File: src/rtl/fetch_unit.sv
// Instruction fetch stage: owns the PC, issues in-order imem reads,
// buffers responses in a FIFO and hands them to decode over valid/ready.
module fetch_unit #(
    parameter int DATA_W = 19,
    parameter int ADDR_W = 19,
    parameter int DEPTH  = 4,
    parameter logic [ADDR_W-1:0] RESET_PC = '0
) (
    input  logic              clk,
    input  logic              reset,
    input  logic              fetch_en,
    input  logic              redirect,
    input  logic [ADDR_W-1:0] redirect_pc,
    output logic              imem_req,
    output logic [ADDR_W-1:0] imem_addr,
    input  logic              imem_rvalid,
    input  logic [DATA_W-1:0] imem_rdata,
    output logic              inst_valid,
    input  logic              inst_ready,
    output logic [DATA_W-1:0] inst_data,
    output logic [ADDR_W-1:0] inst_pc
);

    localparam int PW = $clog2(DEPTH);
    localparam int CW = PW + 1;

    typedef enum logic [1:0] {
        IDLE  = 2'd0,
        FETCH = 2'd1,
        HOLD  = 2'd2
    } state_t;

    state_t state, state_nxt;

    logic [ADDR_W-1:0] pc;
    logic [DATA_W-1:0] fifo_data [DEPTH];
    logic [ADDR_W-1:0] fifo_pc   [DEPTH];
    logic [ADDR_W-1:0] tag_q     [DEPTH];
    logic [PW-1:0]     wr_ptr, rd_ptr;
    logic [PW-1:0]     tag_wr, tag_rd;
    logic [CW-1:0]     count, outstanding, discard;
    logic [CW:0]       in_use;
    logic              credit, resp, push, pop;

    // Credit covers both buffered words and words still in flight,
    // so a returning response always finds a free FIFO slot.
    assign in_use = {1'b0, outstanding} + {1'b0, count};
    assign credit = in_use < (CW+1)'(DEPTH);

    // A response with nothing outstanding cannot belong to us.
    assign resp = imem_rvalid & (outstanding != '0);
    assign push = resp & (discard == '0) & ~redirect;
    assign pop  = inst_valid & inst_ready & ~redirect;

    assign inst_valid = (count != '0);
    assign inst_data  = inst_valid ? fifo_data[rd_ptr] : '0;
    assign inst_pc    = inst_valid ? fifo_pc[rd_ptr]   : '0;
    assign imem_addr  = pc;

    // State register
    always_ff @(posedge clk or negedge reset) begin
        if (!reset) state <= IDLE;
        else        state <= state_nxt;
    end

    // Next-state logic; redirect never changes state
    always_comb begin
        state_nxt = state;
        unique case (state)
            IDLE:    if (fetch_en)  state_nxt = FETCH;
            FETCH:   if (!fetch_en) state_nxt = HOLD;
            HOLD:    if (fetch_en)  state_nxt = FETCH;
            default: state_nxt = IDLE;
        endcase
    end

    // Output logic: issue one request per cycle while credit allows
    always_comb begin
        imem_req = (state == FETCH) & ~redirect & credit;
    end

    // PC, pointers and credit/discard counters
    always_ff @(posedge clk or negedge reset) begin
        if (!reset) begin
            pc          <= RESET_PC;
            wr_ptr      <= '0;
            rd_ptr      <= '0;
            tag_wr      <= '0;
            tag_rd      <= '0;
            count       <= '0;
            outstanding <= '0;
            discard     <= '0;
        end else begin
            outstanding <= outstanding + CW'(imem_req) - CW'(resp);
            if (imem_req) tag_wr <= tag_wr + 1'b1;
            if (resp)     tag_rd <= tag_rd + 1'b1;
            if (redirect) begin
                pc      <= redirect_pc;
                wr_ptr  <= '0;
                rd_ptr  <= '0;
                count   <= '0;
                discard <= outstanding - CW'(resp);
            end else begin
                if (imem_req) pc <= pc + ADDR_W'(1);
                if (push)     wr_ptr <= wr_ptr + 1'b1;
                if (pop)      rd_ptr <= rd_ptr + 1'b1;
                count <= count + CW'(push) - CW'(pop);
                if (resp && discard != '0) discard <= discard - 1'b1;
            end
        end
    end

    // Storage: tag queue of in-flight PCs and the instruction FIFO
    always_ff @(posedge clk) begin
        if (imem_req) tag_q[tag_wr] <= pc;
        if (push) begin
            fifo_data[wr_ptr] <= imem_rdata;
            fifo_pc[wr_ptr]   <= tag_q[tag_rd];
        end
    end

endmodule

File: config.mk
export PLATFORM = sky130hd
export DESIGN_NAME = fetch_unit
export DESIGN_NICKNAME = d
export VERILOG_FILES = /design/src/rtl/fetch_unit.sv
export SDC_FILE = /design/constraint.sdc
export NUM_CORES = 1
export LEC_CHECK = 0
export ABC_AREA = 0
export CORE_MARGIN = 4
export CORE_UTILIZATION = 40
export CTS_CLUSTER_SIZE = 20
export DETAILED_ROUTE_END_ITERATION = 6
export GPL_TIMING_DRIVEN = 1
export PLACE_DENSITY = 0.59
export SLEW_MARGIN = 20
export SYNTH_ARGS = -nofsm -noshare
export SYNTH_HDL_FRONTEND = slang
export SYNTH_SLANG_ARGS = --single-unit
File: constraint.sdc
create_clock -name clk -period 3.8 [get_ports clk]
set_input_delay 0.57 -clock clk [delete_from_list [all_inputs] [get_ports clk]]
set_output_delay 0.57 -clock clk [all_outputs]
set_load 0.05 [all_outputs]
==> results of run 1 <==
-- layout make-up --
class	count	area (um2)	area share, %
flip-flops and latches	266	7800	59.4
multi-input cells	259	2710	20.6
repair buffers	121	1210	9.22
clock buffers	38	737	5.61
well taps	335	419	3.19
clock inverters	12	185	1.41
inverters	20	75.1	0.572
-- layer usage --
| metal | part of all wire [%] | global-route usage (%) | routed length, um |
|---|---|---|---|
| met4 | 1.9 | 3.20 | 379 |
| met3 | 4.6 | 2.51 | 946 |
| met5 | 0 | 0 | 0 |
| met2 | 47 | 22.5 | 9560 |
| met1 | 47 | 20.8 | 9600 |
-- power by group through the flow --
| stage | Combinational (mW) | Sequential [mW] | Clock, mW |
|---|---|---|---|
| floorplan | 2.01 | 3.76 | 0 |
| CTS | 2.91 | 3.77 | 2.80 |
| detailed placement | 2.90 | 3.83 | 0 |
| global route | 3.07 | 3.80 | 2.94 |
| finish | 2.85 | 3.76 | 2.73 |
| global placement | 2.86 | 3.82 | 0 |
-- state kept, by name, indices dropped and copies added (netlist names) --
signal / count
tag_q: 76
discard: 3
fifo_data: 76
outstanding: 3
fifo_pc: 76
count: 3
rd_ptr: 2
tag_wr: 2
tag_rd: 2
wr_ptr: 2
imem_addr: 19
state: 2
-- logic make-up (layout without fill, tap and decap cells) --
| kind of cell | Yosys count | after routing |
|---|---|---|
| flip-flops | 266 | 266 |
| multiplexers | 63 | 63 |
| AO/OA/AOI/OAI | 37 | 37 |
| adder cells (fa/ha/maj) | 21 | 21 |
| buffers and inverters | 47 | 191 |
| XOR/XNOR | 20 | 20 |
| AND/OR/NAND/NOR | 118 | 118 |
-- cell usage in the layout (no fill, tap or decap), types with 3 or more instances in the layout --
cell / netlist / routed
sky130_fd_sc_hd__ha_1: 19 / 19
sky130_fd_sc_hd__nor2_1: 21 / 21
sky130_fd_sc_hd__a31oi_1: 11 / 11
sky130_fd_sc_hd__or3_1: 10 / 10
sky130_fd_sc_hd__clkinv_2: 0 / 3
sky130_fd_sc_hd__xor2_1: 10 / 10
sky130_fd_sc_hd__edfxtp_1: 228 / 228
sky130_fd_sc_hd__mux2i_1: 4 / 4
sky130_fd_sc_hd__inv_1: 20 / 20
sky130_fd_sc_hd__buf_4: 0 / 15
sky130_fd_sc_hd__nand4_1: 5 / 5
sky130_fd_sc_hd__and3_2: 0 / 4
sky130_fd_sc_hd__clkdlybuf4s50_1: 0 / 100
sky130_fd_sc_hd__a21oi_1: 4 / 4
sky130_fd_sc_hd__and2_1: 45 / 45
sky130_fd_sc_hd__xnor2_1: 10 / 10
sky130_fd_sc_hd__o31ai_1: 3 / 3
sky130_fd_sc_hd__clkinv_1: 0 / 3
sky130_fd_sc_hd__and3_1: 10 / 6
sky130_fd_sc_hd__buf_12: 0 / 4
sky130_fd_sc_hd__dfrtp_1: 38 / 36
sky130_fd_sc_hd__mux4_2: 57 / 57
sky130_fd_sc_hd__nand3_1: 6 / 6
sky130_fd_sc_hd__bufinv_16: 0 / 5
sky130_fd_sc_hd__o21ai_0: 16 / 16
sky130_fd_sc_hd__nand2_1: 13 / 13
sky130_fd_sc_hd__clkbuf_16: 0 / 27
sky130_fd_sc_hd__clkbuf_1: 17 / 9
-- per-stage QoR --
stage | cells | hold slack, ns | setup slack [ns] | power, mW | cell area, um2
after floorplan | 572 | 0.274 | 0.863 | 5.77 | 10700
after global placement | 1001 | 0.510 | 0.627 | 6.67 | 12200
after detailed placement | 1001 | 0.535 | 0.570 | 6.73 | 12200
after CTS | 1051 | 0.180 | 0.0371 | 9.48 | 13100
after global routing | 1051 | 0.213 | 0.123 | 9.81 | 13100
final | 1051 | 0.153 | 0.324 | 9.35 | 13100
-- worst paths after layout --
path	startpoint	end	slack [ns]	depth (start not counted)
setup / recovery	rd_ptr[0]	inst_pc[18]	0.32	4
min in group clk	state[0]	state[0]	0.54	1
hold / removal	reset	tag_wr[1]	0.15	1
setup reg to reg	count[0]	count[2]	0.82	11
hold reg to reg	state[0]	state[0]	0.54	1
max in group asynchronous	reset	rd_ptr[1]	3.03	1
-- timing repair --
action	CTS	global route
gates resized for setup	0	1
setup endpoints to repair	0	1
setup buffers	0	0
==> metrics.log, run 1 <==
INFO  metric run_status = finished clean
INFO  metric overflow = 0
INFO  metric mappedNetlistArea = 0.0107 mm2
INFO  metric drv_slew = 0
INFO  metric yosys-top-cells-area = sky130_fd_sc_hd__edfxtp_1 (64%), sky130_fd_sc_hd__mux4_2 (12%), sky130_fd_sc_hd__dfrtp_1 (8.9%)
INFO  metric grt_antenna_before_repair = 0
INFO  metric category_of_cells_accounting_for_the_largest_share_of_critical_path_delay = buffers and inverters
INFO  metric number_of_enable_flip_flop_cells_after_synthesis = 228
INFO  metric yosys_warnings = 0
INFO  metric dr.first_iter.drc_count = 421
INFO  metric post-synth-top-area-fraction = 64.0%
INFO  metric syn_area_per_cell = 18.7 um2
INFO  metric drt_pre_antenna_iters = 4
INFO  metric drv.max_cap_violation_count = 0
INFO  metric cells_along_the_critical_path = buf_4, mux4_2, and2_1, clkdlybuf4s50_1
INFO  metric antenna_violating_nets_post_route = 0
INFO  metric yosys.area_share.adder = 2.60%
INFO  metric cts_made_buffers = 27
INFO  metric compound_gate_portion_of_the_synthesized_area = 2.19%
INFO  metric cts_max_path_buffers = 3
INFO  metric fraction_of_layout_instances_using_a_drive_strength_above_1 = 17.9%
INFO  metric first_pass_grt_wire_length = 32,500 um
INFO  metric cts-root-buf = sky130_fd_sc_hd__clkbuf_16
INFO  metric hold_buffers = 0
INFO  metric slowest_delay = 0.69 ns
INFO  metric drt_drc_violations_left = 0
INFO  metric power.density_cell_area = 712 mW/mm2
INFO  metric switching_power = 2.98 mW
INFO  metric path_class = register to output pin
INFO  metric area_of_the_core = 0.0262 mm2
INFO  metric grt_start_max_net_pins = 39
INFO  metric power.share.clock = 29.2%
INFO  metric h-tree-depth = 1
INFO  metric cts_tree = done
INFO  metric p_comb_share = 30.5%
INFO  metric setup_violations = 0
INFO  metric vdd.ir_drop.worst = 0.403 mV
INFO  metric weighted_congestion_at_the_end_of_routability_driven_global_placement = 0.799
INFO  metric post_synth_inst_count = 572
INFO  metric synth.yosys.seq_area_share = 72.9%
INFO  metric yosys-top-cells-count = sky130_fd_sc_hd__edfxtp_1 (228), sky130_fd_sc_hd__mux4_2 (57), sky130_fd_sc_hd__and2_1 (45)
INFO  metric path_clk_slew = 0.06 ns
INFO  metric timing.critical_path.fanout_max = 12
INFO  metric hpwl = 13,000 um
INFO  metric seq_power_share = 40.3%
INFO  metric share_of_flip_flops_with_an_asynchronous_set_or_reset_after_synthesis = 14.3%
INFO  metric diodes_inserted = 0
INFO  metric detail_route.wl_per_cell = 19.5 um
INFO  metric fill_cells = 2,148
INFO  metric area.growth.synth_to_final = 22.8%
INFO  metric yosysUniqueCellTypes = 34
INFO  metric finalWirelength = 20,500 um
INFO  metric synth.mux.area_fraction = 12.6%
INFO  metric relSlewSlack = 33.9%
INFO  metric timing.final.hold_violations = 0
INFO  metric grt_pass1_vias = 5,828
INFO  metric grt.total_usage = 14.2%
INFO  metric synth.net_count = 637
INFO  metric clkLatencyLatePin = 0.53 ns
INFO  metric ys_dominant_reg_cell = sky130_fd_sc_hd__edfxtp_1
INFO  metric worst-endpoint-required = 3.23 ns
INFO  metric ys_seq_elements = 266
INFO  metric timing_worst_slew_pin_value = 0.991 ns
INFO  metric yosysMostFrequentCell = sky130_fd_sc_hd__edfxtp_1
INFO  metric post_dr_vias_cell = 5.21
INFO  metric die_h = 172 um
INFO  metric die-width = 172 um
INFO  metric area_of_the_die = 0.0294 mm2
INFO  metric classification_of_the_worst_slack_hold_path = input port to async pin
INFO  metric nets = 760
INFO  metric worstSetupEndpointType = output pin
INFO  metric finalCritPeriodShare = 91.5%
INFO  metric start_util = 40.8%
INFO  metric io_pins = 103
INFO  metric yosys.area_share.xor_xnor = 1.64%
INFO  metric wp_data_arrival = 2.91 ns
INFO  metric grt_setup_unrepaired = no
INFO  metric fin_worst_skew = 0.00864 ns
INFO  metric static-leakage-power = 4.47 nW
INFO  metric max_freq = 288 MHz
INFO  metric synth_top_area_cell = sky130_fd_sc_hd__edfxtp_1
INFO  metric route.vias.total = 5,480
INFO  metric placementRows = 59
INFO  metric largest_family_of_logic_cells_by_synthesized_area = multiplexers
INFO  metric tritoncts_num_sinks = 266
INFO  metric worstSetupStartpointType = register
INFO  metric cell_internal_pwr = 6.37 mW
INFO  metric switching_share = 31.9%
INFO  metric io_buffers = 102
INFO  metric final_layout_setup_total_negative_slack = 0 ns
INFO  metric yosys.area_share.simple = 6.26%
INFO  metric worstPathBufferInverterCount = 2
INFO  metric slowest_stage = sky130_fd_sc_hd__clkdlybuf4s50_1
INFO  metric layout_min_cycle_time = 3.48 ns
INFO  metric fin_util = 50.1%
Power figures use the tool's default switching activity.
==> run 2, diff against run 1 <==
--- a/config.mk
+++ b/config.mk
@@ -7,11 +7,12 @@
 export LEC_CHECK = 0
 export ABC_AREA = 0
 export CORE_MARGIN = 4
-export CORE_UTILIZATION = 40
+export CORE_UTILIZATION = 57
 export CTS_CLUSTER_SIZE = 20
 export DETAILED_ROUTE_END_ITERATION = 6
+export GPL_ROUTABILITY_DRIVEN = 1
 export GPL_TIMING_DRIVEN = 1
-export PLACE_DENSITY = 0.59
+export PLACE_DENSITY = 0.8
 export SLEW_MARGIN = 20
 export SYNTH_ARGS = -nofsm -noshare
 export SYNTH_HDL_FRONTEND = slang
==> metrics.log, run 2 (synthesis results as in run 1) <==
INFO  metric seq_power_share = 41.3%
INFO  metric detail_route.wl_per_cell = 21.7 um
INFO  metric io_pins = 103
INFO  metric grt_start_max_net_pins = 42
INFO  metric setup.reg_to_reg.worst_slack = 0.79 ns
INFO  metric cell_internal_pwr = 6.14 mW
INFO  metric vdd.ir_drop.worst = 0.425 mV
INFO  metric relSlewSlack = 36.0%
INFO  metric final_worst_setup_slack = 0.348 ns
INFO  metric final_layout_setup_total_negative_slack = 0 ns
INFO  metric switching_power = 2.96 mW
INFO  metric tritoncts_num_sinks = 266
INFO  metric layout_min_cycle_time = 3.45 ns
INFO  metric finalWirelength = 20,400 um
INFO  metric grt_setup_unrepaired = no
INFO  metric hpwl = 12,400 um
INFO  metric die-width = 145 um
INFO  metric cts_made_buffers = 27
INFO  metric grt.total_usage = 19.9%
INFO  metric post_dr_vias_cell = 5.88
INFO  metric io_buffers = 102
INFO  metric cells_along_the_critical_path = buf_12, mux4_2, and2_1, clkdlybuf4s50_1
INFO  metric drv.max_cap_violation_count = 0
INFO  metric slowest_delay = 0.71 ns
INFO  metric p_comb_share = 31.3%
INFO  metric slowest_stage = sky130_fd_sc_hd__dfrtp_2
INFO  metric cts_max_path_buffers = 3
INFO  metric area_of_the_die = 0.0210 mm2
INFO  metric path_clk_slew = 0.06 ns
INFO  metric post_route_insts_no_fill = 940
INFO  metric grt_antenna_before_repair = 1
INFO  metric area_of_the_core = 0.0182 mm2
INFO  metric h-tree-depth = 1
INFO  metric grt_pass1_vias = 5,910
INFO  metric pre_cts_ws = 0.493 ns
INFO  metric nets = 756
INFO  metric overflow = 0
INFO  metric start_util = 58.7%
INFO  metric dr.first_iter.drc_count = 305
INFO  metric setup_violations = 0
INFO  metric worstPathBufferInverterCount = 2
INFO  metric crit-reg2reg-launch = outstanding[1]
INFO  metric timing.final.hold_violations = 0
INFO  metric worstSetupEndpointType = output pin
INFO  metric run_status = finished clean
INFO  metric final_cell_mix = sky130_fd_sc_hd__edfxtp_1 (228), sky130_fd_sc_hd__clkdlybuf4s50_1 (100), sky130_fd_sc_hd__mux4_2 (57)
INFO  metric timing.critical_path.fanout_max = 14
INFO  metric place.detailed.instances = 891
INFO  metric worstReg2RegEnd = count[2]
INFO  metric power.density_cell_area = 706 mW/mm2
INFO  metric worstRegToRegCells = 13
INFO  metric path_class = register to output pin
INFO  metric static-leakage-power = 4.42 nW
INFO  metric placementRows = 49
INFO  metric worst-endpoint-required = 3.23 ns
INFO  metric die_h = 145 um
INFO  metric weighted_congestion_at_the_end_of_routability_driven_global_placement = 0.844
INFO  metric layout_commonest_cell = sky130_fd_sc_hd__edfxtp_1
INFO  metric timing_worst_slew_pin_value = 0.960 ns
INFO  metric cts_tree = done
INFO  metric category_of_cells_accounting_for_the_largest_share_of_critical_path_delay = buffers and inverters
INFO  metric drt_pre_antenna_iters = 4
INFO  metric top_regs = fifo_data: 76 flops, fifo_pc: 76 flops, tag_q: 76 flops
INFO  metric area.growth.synth_to_final = 20.5%
INFO  metric switching_share = 32.5%
INFO  metric fraction_of_layout_instances_using_a_drive_strength_above_1 = 17.9%
INFO  metric route.vias.total = 5,525
INFO  metric cts-root-buf = sky130_fd_sc_hd__clkbuf_16
INFO  metric wp_data_arrival = 2.88 ns
INFO  metric max_freq = 290 MHz
INFO  metric power.share.clock = 27.4%
INFO  metric diodes_inserted = 0
INFO  metric clkLatencyLatePin = 0.52 ns
INFO  metric drv_slew = 0
INFO  metric hold_buffers = 0
INFO  metric worstSetupStartpointType = register
INFO  metric drt_drc_violations_left = 0
INFO  metric finalCritPeriodShare = 90.9%
INFO  metric classification_of_the_worst_slack_hold_path = input port to async pin
INFO  metric first_pass_grt_wire_length = 33,100 um
INFO  metric fin_worst_skew = 0.0115 ns
INFO  metric antenna_violating_nets_post_route = 0
[run 2: changes by cell type in the layout (fill, tap and decap cells not counted), sizes merged]
cell | previous run | this run
buf | 20 | 16
bufinv | 5 | 2
inv | 21 | 22
clkbuf | 38 | 33
clkinv | 6 | 12
[run 2: cell type report]
| class | count | area, um2 |
|---|---|---|
| tap | 229 | 287 |
| sequential | 266 | 7800 |
| inverter | 20 | 75.1 |
| timing repair buffer | 117 | 1170 |
| clock buffer | 33 | 708 |
| fill | 1106 | 5330 |
| multi-input combinational | 259 | 2710 |
| clock inverter | 16 | 135 |
[run 2: how the worst max path moves through the flow]
stage                        start        endpoint  cells past startpoint
detailed placement     imem_rvalid        count[2]                     14
finish                   rd_ptr[0]      inst_pc[6]                      4
CTS                 outstanding[2]        imem_req                      5
global route             rd_ptr[0]     inst_pc[10]                      4
global placement       imem_rvalid        count[2]                     14
floorplan           outstanding[2]  outstanding[2]                      9
[run 2: what timing repair did]
item,CTS,global route
buffers inserted,0,0
gates resized for setup,0,1
endpoints found under the setup margin,0,1
[run 2: through the flow]
stage | utilization (%) | hold slack (ns) | instance area (um2) | total power, mW
2_1_floorplan | - | 0.274 | 10700 | 5.77
3_3_place_gp | 66.1 | 0.491 | 12000 | 6.59
3_5_place_dp | 66.1 | 0.491 | 12000 | 6.69
4_1_cts | 70.7 | 0.170 | 12900 | 9.20
5_1_grt | 70.7 | 0.219 | 12900 | 9.50
6_report | 70.7 | 0.155 | 12900 | 9.10
[run 2: power groups by stage]
stage	logic (mW)	clock network [mW]	registers, mW
4_1_cts	2.90	2.54	3.76
5_1_grt	3.04	2.67	3.79
6_report	2.85	2.49	3.75
3_3_place_gp	2.80	0	3.79
2_1_floorplan	2.01	0	3.76
3_5_place_dp	2.88	0	3.82
[run 2: layer usage]
layer / global-route usage (%) / up-vias / share of wire (%)
met5: 0 / - / 0.088
met4: 4.28 / 2 / 1.4
met3: 3.87 / 23 / 5.9
met2: 33.2 / 196 / 50
met1: 28.2 / 2827 / 43
li1: - / 2477 / -
